File: src/rtl/ps_bigreg_collector_pkg.sv
// Shared memory-map layout for PS_BIGREG groups: state encoding,
// AXI response codes and the base/length of each wide-register group.
package ps_bigreg_collector_pkg;

  typedef enum logic [1:0] {
    COLLECT = 2'd0,
    HOLD    = 2'd1,
    CLEAR   = 2'd2
  } bigreg_state_t;

  typedef logic [1:0] axi_resp_t;

  localparam axi_resp_t OKAY   = 2'b00;
  localparam axi_resp_t SLVERR = 2'b10;

  localparam int SEED_BASE_ID     = 1;
  localparam int SEED_SAMPLES     = 16;
  localparam int CHAN_MUX_BASE_ID = 32;
  localparam int SDC_BASE_ID      = 35;

  // The valid ID sits immediately after the last entry of a group.
  function automatic int valid_id(input int base_id, input int samples);
    return base_id + samples;
  endfunction

endpackage

File: src/rtl/ps_bigreg_collector_fresh_clr_seq.sv
// Walks base, base+1, ... base+count emitting one registered freshbit-clear
// strobe per cycle; done is high during the final strobe.
module fresh_clr_seq #(
  parameter int ID_W  = 8,
  parameter int CNT_W = 5
) (
  input  logic             clk,
  input  logic             rst,
  input  logic             start,
  input  logic [ID_W-1:0]  base,
  input  logic [CNT_W-1:0] count,
  output logic             clr_valid,
  output logic [ID_W-1:0]  clr_id,
  output logic             done
);

  logic             active_q;
  logic [CNT_W-1:0] cnt_q;
  logic [ID_W-1:0]  id_q;

  // count is the offset of the last strobe, so count+1 strobes are issued.
  always_comb begin
    done = active_q && (cnt_q == count);
  end

  // Strobe sequencer registers.
  always_ff @(posedge clk or posedge rst) begin
    if (rst) begin
      active_q <= 1'b0;
      cnt_q    <= {CNT_W{1'b0}};
      id_q     <= {ID_W{1'b0}};
    end else if (start) begin
      active_q <= 1'b1;
      cnt_q    <= {CNT_W{1'b0}};
      id_q     <= base;
    end else if (done) begin
      active_q <= 1'b0;
    end else if (active_q) begin
      cnt_q <= cnt_q + CNT_W'(1);
      id_q  <= id_q + ID_W'(1);
    end else begin
      active_q <= active_q;
    end
  end

  assign clr_valid = active_q;
  assign clr_id    = id_q;

endmodule

File: src/rtl/ps_bigreg_collector.sv
// Snoops PS writes to one PS_BIGREG group, assembles the wide register,
// hands it over valid/ready and then clears the group's freshbits.
module ps_bigreg_collector
  import ps_bigreg_collector_pkg::*;
#(
  parameter int BASE_ID = SEED_BASE_ID,
  parameter int SAMPLES = SEED_SAMPLES,
  parameter int DATA_W  = 16,
  parameter int ID_W    = 8
) (
  input  logic                        clk,
  input  logic                        rst,
  input  logic                        wr_en,
  input  logic [ID_W-1:0]             wr_id,
  input  logic [DATA_W-1:0]           wr_data,
  output logic                        wr_resp_valid,
  output logic [1:0]                  wr_resp,
  output logic [SAMPLES*DATA_W-1:0]   bigreg_data,
  output logic                        bigreg_valid,
  input  logic                        bigreg_ready,
  output logic                        clr_valid,
  output logic [ID_W-1:0]             clr_id
);

  localparam int VALID_ID = valid_id(BASE_ID, SAMPLES);
  localparam int CNT_W    = $clog2(SAMPLES + 1);

  if (SAMPLES < 1 || DATA_W < 1 || ID_W < 1 || ID_W > 30 || VALID_ID >= (1 << ID_W)) begin : g_bad_cfg
    $error("ps_bigreg_collector: illegal SAMPLES/DATA_W/ID_W/BASE_ID configuration");
  end

  localparam logic [ID_W-1:0]  BASE_L  = ID_W'(BASE_ID);
  localparam logic [ID_W-1:0]  VALID_L = ID_W'(VALID_ID);
  localparam logic [CNT_W-1:0] LAST_L  = CNT_W'(SAMPLES);

  bigreg_state_t               state_q, state_d;
  logic [SAMPLES-1:0]          fresh_q, fresh_d;
  logic [SAMPLES*DATA_W-1:0]   shadow_q, shadow_d;
  logic [SAMPLES*DATA_W-1:0]   data_q, data_d;
  logic                        valid_q, valid_d;
  axi_resp_t                   resp_q, resp_d;
  logic                        resp_valid_q;
  logic                        hit_s, base_hit_s, start_s, done_s;
  logic [ID_W-1:0]             offset_s;

  // Range is checked before subtracting, so IDs below BASE_ID never wrap into the group.
  always_comb begin
    hit_s      = wr_en && (wr_id >= BASE_L) && (wr_id <= VALID_L);
    base_hit_s = hit_s && (wr_id != VALID_L);
    offset_s   = wr_id - BASE_L;
  end

  // Next-state, shadow assembly and response selection.
  always_comb begin
    state_d  = state_q;
    fresh_d  = fresh_q;
    shadow_d = shadow_q;
    data_d   = data_q;
    valid_d  = valid_q;
    resp_d   = OKAY;
    start_s  = 1'b0;
    case (state_q)
      COLLECT: begin
        if (base_hit_s) begin
          for (int i = 0; i < SAMPLES; i++) begin
            if (offset_s == ID_W'(i)) begin
              shadow_d[i*DATA_W +: DATA_W] = wr_data;
              fresh_d[i]                   = 1'b1;
            end
          end
        end else if (hit_s) begin
          if (&fresh_q) begin
            data_d  = shadow_d;
            valid_d = 1'b1;
            state_d = HOLD;
          end else begin
            resp_d = SLVERR;
          end
        end else begin
          resp_d = OKAY;
        end
      end
      HOLD: begin
        resp_d = hit_s ? SLVERR : OKAY;
        if (valid_q && bigreg_ready) begin
          valid_d = 1'b0;
          start_s = 1'b1;
          state_d = CLEAR;
        end else begin
          valid_d = valid_q;
        end
      end
      CLEAR: begin
        resp_d = hit_s ? SLVERR : OKAY;
        if (done_s) begin
          fresh_d = {SAMPLES{1'b0}};
          state_d = COLLECT;
        end else begin
          state_d = CLEAR;
        end
      end
      default: begin
        state_d = COLLECT;
      end
    endcase
  end

  // State and datapath registers.
  always_ff @(posedge clk or posedge rst) begin
    if (rst) begin
      state_q      <= COLLECT;
      fresh_q      <= {SAMPLES{1'b0}};
      shadow_q     <= {(SAMPLES*DATA_W){1'b0}};
      data_q       <= {(SAMPLES*DATA_W){1'b0}};
      valid_q      <= 1'b0;
      resp_q       <= OKAY;
      resp_valid_q <= 1'b0;
    end else begin
      state_q      <= state_d;
      fresh_q      <= fresh_d;
      shadow_q     <= shadow_d;
      data_q       <= data_d;
      valid_q      <= valid_d;
      resp_q       <= resp_d;
      resp_valid_q <= hit_s;
    end
  end

  fresh_clr_seq #(
    .ID_W  (ID_W),
    .CNT_W (CNT_W)
  ) u_clr_seq (
    .clk       (clk),
    .rst       (rst),
    .start     (start_s),
    .base      (BASE_L),
    .count     (LAST_L),
    .clr_valid (clr_valid),
    .clr_id    (clr_id),
    .done      (done_s)
  );

  assign wr_resp_valid = resp_valid_q;
  assign wr_resp       = resp_q;
  assign bigreg_data   = data_q;
  assign bigreg_valid  = valid_q;

endmodule

File: config.mk
export PLATFORM = sky130hd
export DESIGN_NAME = ps_bigreg_collector
export DESIGN_NICKNAME = d
export VERILOG_FILES = /design/src/rtl/ps_bigreg_collector_pkg.sv /design/src/rtl/ps_bigreg_collector_fresh_clr_seq.sv /design/src/rtl/ps_bigreg_collector.sv
export SDC_FILE = /design/constraint.sdc
export NUM_CORES = 1
export LEC_CHECK = 0
export CAP_MARGIN = 20
export CELL_PAD_IN_SITES_DETAIL_PLACEMENT = 1
export CELL_PAD_IN_SITES_GLOBAL_PLACEMENT = 2
export CORE_MARGIN = 5
export CORE_UTILIZATION = 40
export CTS_CLUSTER_SIZE = 10
export DETAILED_ROUTE_END_ITERATION = 6
export GPL_TIMING_DRIVEN = 0
export PLACE_DENSITY = 0.91
export SLEW_MARGIN = 20
export SYNTH_ARGS = -nofsm -noshare
export SYNTH_HDL_FRONTEND = slang
export SYNTH_SLANG_ARGS = --single-unit
export TNS_END_PERCENT = 20
File: constraint.sdc
create_clock -name clk -period 18.5 [get_ports clk]
set_input_delay 1.85 -clock clk [delete_from_list [all_inputs] [get_ports clk]]
set_output_delay 1.85 -clock clk [all_outputs]
set_load 0.01 [all_outputs]
# Word-level counts from Yosys, hierarchy flattened
# Index checks and enable logic that the tools add are counted.
[totals]
register_bits = 548
out_inout_bits = 269
[classes]
addsub = 3
n_lt_le_gt_ge = 2
n_eq_ne = 42
n_mux = 45
bitwise = 1
n_reduce_logical = 49
[op_table]
columns = ["operator", "count"]
rows = [
  ["4-bit AND reduction", 17],
  ["8-bit by 4-bit == test with 1-bit output (second input constant)", 8],
  ["3-bit AND reduction", 16],
  ["2-bit inequality test (second input constant)", 23],
  ["8-bit by 3-bit == test with 1-bit output (second input constant)", 4],
  ["16-bit two-way mux", 2],
  ["16-bit case mux with 2 select lines", 1],
  ["1-bit two-way mux", 24],
  ["8-bit two-way mux", 3],
  ["19-bit AND reduction", 1],
  ["2-bit two-way mux", 9],
  ["8-bit by 2-bit == test with 1-bit output (second input constant)", 2],
  ["16-bit AND reduction", 1],
  ["5-bit two-way mux", 3],
  ["8-bit by 1-bit adder with 8-bit output (second input constant)", 1],
  ["8-bit by 1-bit == test with 1-bit output (second input constant)", 1],
  ["8-bit by 1-bit greater-or-equal comparator with 1-bit output (second input constant)", 1],
  ["8-bit by 5-bit less-or-equal comparator with 1-bit output (second input constant)", 1],
  ["8-bit logical NOT", 1],
  ["8-bit by 5-bit inequality test with 1-bit output (second input constant)", 1],
  ["2-bit nonzero test", 4],
  ["8-bit by 1-bit subtractor with 8-bit output (second input constant)", 1],
  ["2-bit case mux with 3 select lines", 1],
  ["5-bit by 1-bit adder with 5-bit output (second input constant)", 1],
  ["other kinds (11)", 15],
]

# Depth between registers and ports, before layout
[logic_depth]
ltp_word = 6
ltp_mapped = 8

# Hierarchy
# A second synthesis with hierarchy kept.
[hier_totals]
cells_unflattened = 1353
area_unflattened_um2 = 21358.0
[by_module_without_submodules]
columns = ["mod", "n_inst", "cells_per_inst", "area_each_um2", "seq_area_each_um2"]
rows = [
  ["ps_bigreg_collector", 1, 1268, 20508.4, 13337.8],
  ["fresh_clr_seq", 1, 85, 849.6, 350.3],
]

# Worst setup path before layout
# OpenSTA, ideal clock, no wires.
[synth_path]
path_type = "input-to-reg"
start = "input port wr_id[4]"
end = "register shadow_q[112]"
setup_time_ns = 0.125
t_arrival_ns = 3.875
t_required_ns = 18.375
slack_ns = 14.500
stages = 7
n_path_buf = 3
cell_sequence = "buf_6 or4_1 buf_2 or3_4 nor4_4 buf_8 mux2_4"
[synth_between]
elab_chain_cells = 5
elab_cells_between_ends = 9
classes_between = "add/sub (1); order compare (2); eq/ne (2); reduce/logical (4)"
[synth_rtl]
columns = ["item", "line", "text"]
rows = [
  ["from (decl)", "ps_bigreg_collector.sv:14", "input logic [ID_W-1:0] wr_id,"],
  ["parallel branches: the longest is 4 deep, another holds 8-bit by 1-bit subtractor with 8-bit output", "--", ""],
  ["3-bit AND reduction (no source line) (*)", "--", ""],
  ["to (signal assigned)", "ps_bigreg_collector.sv:113", "shadow_q <= {(SAMPLES*DATA_W){1'b0}};"],
  ["to (signal assigned)", "ps_bigreg_collector.sv:121", "shadow_q <= shadow_d;"],
  ["to (decl)", "ps_bigreg_collector.sv:38", "logic [SAMPLES*DATA_W-1:0] shadow_q, shadow_d;"],
]
# Mark *: on every way between the ends.
# A chain may end at the register's enable or synchronous reset.

# Worst setup path in the final report
[layout_path]
start = "input port wr_id[7]"
end = "register data_q[73] (netlist: bigreg_data[73])"
[layout_between]
elab_chain_cells = 6
elab_cells_between_ends = 8
classes_between = "order compare (2); eq/ne (1); bitwise (1); reduce/logical (4)"
[layout_rtl]
columns = ["item", "line", "text"]
rows = [
  ["8-bit by 1-bit greater-or-equal comparator with 1-bit output", "ps_bigreg_collector.sv:48", "hit_s = wr_en && (wr_id >= BASE_L) && (wr_id <= VALID_L);"],
  ["1-bit logical AND (2 in series)", "ps_bigreg_collector.sv:48", ""],
  ["1-bit logical AND", "ps_bigreg_collector.sv:49", "base_hit_s = hit_s && (wr_id != VALID_L);"],
  ["1-bit inverter (no source line)", "--", ""],
  ["19-bit AND reduction (no source line) (*)", "--", ""],
  ["to (signal assigned)", "ps_bigreg_collector.sv:114", "data_q <= {(SAMPLES*DATA_W){1'b0}};"],
  ["to (signal assigned)", "ps_bigreg_collector.sv:122", "data_q <= data_d;"],
  ["to (decl)", "ps_bigreg_collector.sv:39", "logic [SAMPLES*DATA_W-1:0] data_q, data_d;"],
]
# Mark *: on every way between the ends. The rest lies on a longest branch, timed or not.

==> reports/metrics.cfg <==
[sta]
relSlewSlack = 0.309
rsz0062_at_grt = false
finalCriticalPeriod_ps = 4920
tightestPinTransition_ps = 1030
post-route-period-util = 0.266
finClkSkew_ps = 20.3
setup_viol = 0
max_freq_mhz = 203
slew_viol_final = 0
tns_ps = 0
hold_viol = 0

[pwr]
total_power_uw = 2430
clock_power_share = 0.480
vdd_ir_drop_max_mv = 0.0632
p_int_uw = 1890
p_sw_uw = 538
power.share.sequential = 0.495
p_per_area_nw_per_um2 = 88.6
power_frac_comb = 0.025
p_leak_uw = 0.0134
swShare = 0.222

[die]
row_count = 85
start_util = 0.402
die_x_um = 242
pin_count = 297
core_um2 = 53600
dieArea_um2 = 58700
dieHeight_um = 242

[place]
finalWeightedCongestion = 0.784
port_buffers = 293
dp_hpwl_um = 41400
placed_area_um2 = 25500

[detailed_routing]
wirelength_um = 60300
routed_via_density = 5.26
vias = 12708
drt_first_iter_violations = 464
ant_nets = 0
post_drt_wl_per_cell_um = 24.9
drtPass1Iterations = 5
route.detailed.drc = 0

[logic_synthesis]
syn_inst = 1339
ys_types = 58
syn_area_um2 = 21600
synth.avg_cell_area_um2 = 16.1
ys_seq_elements = 547
yosys_warnings = 0
synth_ff_type = dfrtp_1
yosysSeqAreaShare = 0.635
async_reset_ff_frac = 1.00
synth_edf_count = 0
synth_nets = 1374

[layout]
most-common-layout-cells = dfrtp_1 (547), mux2_2 (361), clkdlybuf4s50_1 (293), mux2_1 (82), mux2_4 (69)
n_antenna_cell = 0
area_growth_pct = 27.1
layout-drive-gt1-share = 0.339
nets = 1740
final_area_um2 = 27400
final_common_cell = dfrtp_1
fin_util = 0.511

[critical_path]
crit_path_start_kind = input port
rr_startpoint = fresh_q[0]
startpoint = wr_id[7]
max_stage_delay_ps = 720
timing.reg2reg.setup_slack_ps = 15150
slowest_stage = nor4b_1
crit_type = input port to flop
r2r_end = bigreg_data[73]
worstPathArrival_ps = 5390
path_delay_family = simple AND/OR/NAND/NOR gates
required_ps = 18970
reg2reg_depth = 6
path_common_cell = buf_2
path_buf_inv = 3
worstPathMaxFanout = 10
worstPathCellList = clkdlybuf4s50_1, nor4b_1, nand3_1, nor4_4, buf_2, buf_2, mux2_2
cp-end-kind = flop

[clock_tree]
cts_num_sinks = 547
post_cts_buffers = 0
cts_resized = 0
cts_buffers = 66
clock_latency_ps = 600
cts-root-buf = clkbuf_16
hold_buffers = 0
tritoncts = built
cts_buffer_depth = 3
cts.clk_slew.worst_paths_ps = 50
h-tree-depth = 3

[grt]
grt_usage = 0.205
grt_use_met1 = 0.259
grt_max_degree = 104
antenna_found_initial = 1
grt_busiest_layer = met2
use_met2 = 0.352
grt_pass1_vias = 14573
globalRouteMet3Util = 0.0588
gr-total-overflow = 0
grt_pass1_wl_um = 93700

[min_path]
min-delay-start = bigreg_data[86]
whs_endpoint = bigreg_data[86]
hold_class = flop to flop
hold_path_depth = 1

[run_status]
outcome = finished, final reports clean

[flow_run]
drv_cap = 0

## stage by stage
| stage | hold slack, ps | std cells | setup slack, ps |
|---|---|---|---|
| global placement | 466 | 2328 | -4300 |
| global route | 500 | 2418 | 13460 |
| detailed placement | 475 | 2333 | 12980 |
| floorplan | 460 | 1339 | 1360 |
| CTS | 488 | 2418 | 13620 |
| finish | 482 | 2418 | 13580 |
## metal layers
metal  routed length (um)  vias to the layer above
li1                     -                     5502
met1                25300                     6771
met2                30100                      340
met3                 3450                       95
met4                 1430                        0
met5                    0                        -
## worst max path at each step
| stage | cells past startpoint | end | slack [ps] |
|---|---|---|---|
| finish | 7 | bigreg_data[73] | 13580 |
| global route | 7 | bigreg_data[70] | 13460 |
| CTS | 7 | bigreg_data[73] | 13620 |
| detailed placement | 7 | bigreg_data[73] | 12980 |
| global placement | 2 | shadow_q[212] | -4300 |
| floorplan | 1 | bigreg_data[0] | 1360 |
## state kept, by name, summed over array words and instances (netlist names)
signal	cells
u_clr_seq.clr_id	8
bigreg_valid	1
wr_resp_valid	1
u_clr_seq.clr_valid	1
state_q	2
bigreg_data	256
fresh_q	16
wr_resp	1
u_clr_seq.cnt_q	5
shadow_q	256
## cell usage after synthesis, drive strengths merged, types with 9 or more instances
| cell | n | share of area |
|---|---|---|
| inv | 9 | 0.0016 |
| buf | 49 | 0.015 |
| nor3 | 10 | 0.0044 |
| nor2 | 16 | 0.0028 |
| clkbuf | 32 | 0.0056 |
| o31ai | 14 | 0.0051 |
| nand3 | 9 | 0.0021 |
| a31oi | 26 | 0.0075 |
| nand4 | 11 | 0.0032 |
| mux2 | 512 | 0.28 |
| dfrtp | 547 | 0.63 |
| and2 | 9 | 0.0026 |
| nand2 | 15 | 0.0027 |
## power groups by stage
stage,clock network [uW],registers (uW),logic (uW)
2_1_floorplan,0,1220,30.4
3_3_place_gp,0,1220,57.3
3_5_place_dp,0,1220,62.8
4_1_cts,1200,1200,62.9
5_1_grt,1250,1200,68.2
6_report,1170,1200,60.8
## cells by family (layout without fill, tap and decap cells)
kind of cell | Yosys count | count (layout) | synth area share
flops | 547 | 547 | 0.635
mux | 513 | 513 | 0.280
simple gates | 106 | 106 | 0.0334
buf+inv | 90 | 473 | 0.0216
compound gates | 66 | 66 | 0.0227
xor+xnor | 9 | 9 | 0.00365
fa+ha+maj | 7 | 7 | 0.00406
other cells | 1 | 1 | 0.000174
## area by class of cell
type                            instances  area (um2)
Timing Repair Buffer                  298        3070
Buffer                                 81         433
Clock buffer                           76        1730
Multi-Input combinational cell        702        7410
Inverter                                9        41.3
Clock inverter                          9         161
Tap cell                              696         871
Fill cell                            5110       26200
Sequential cell                       547       13700
Power figures use the tool's default switching activity.
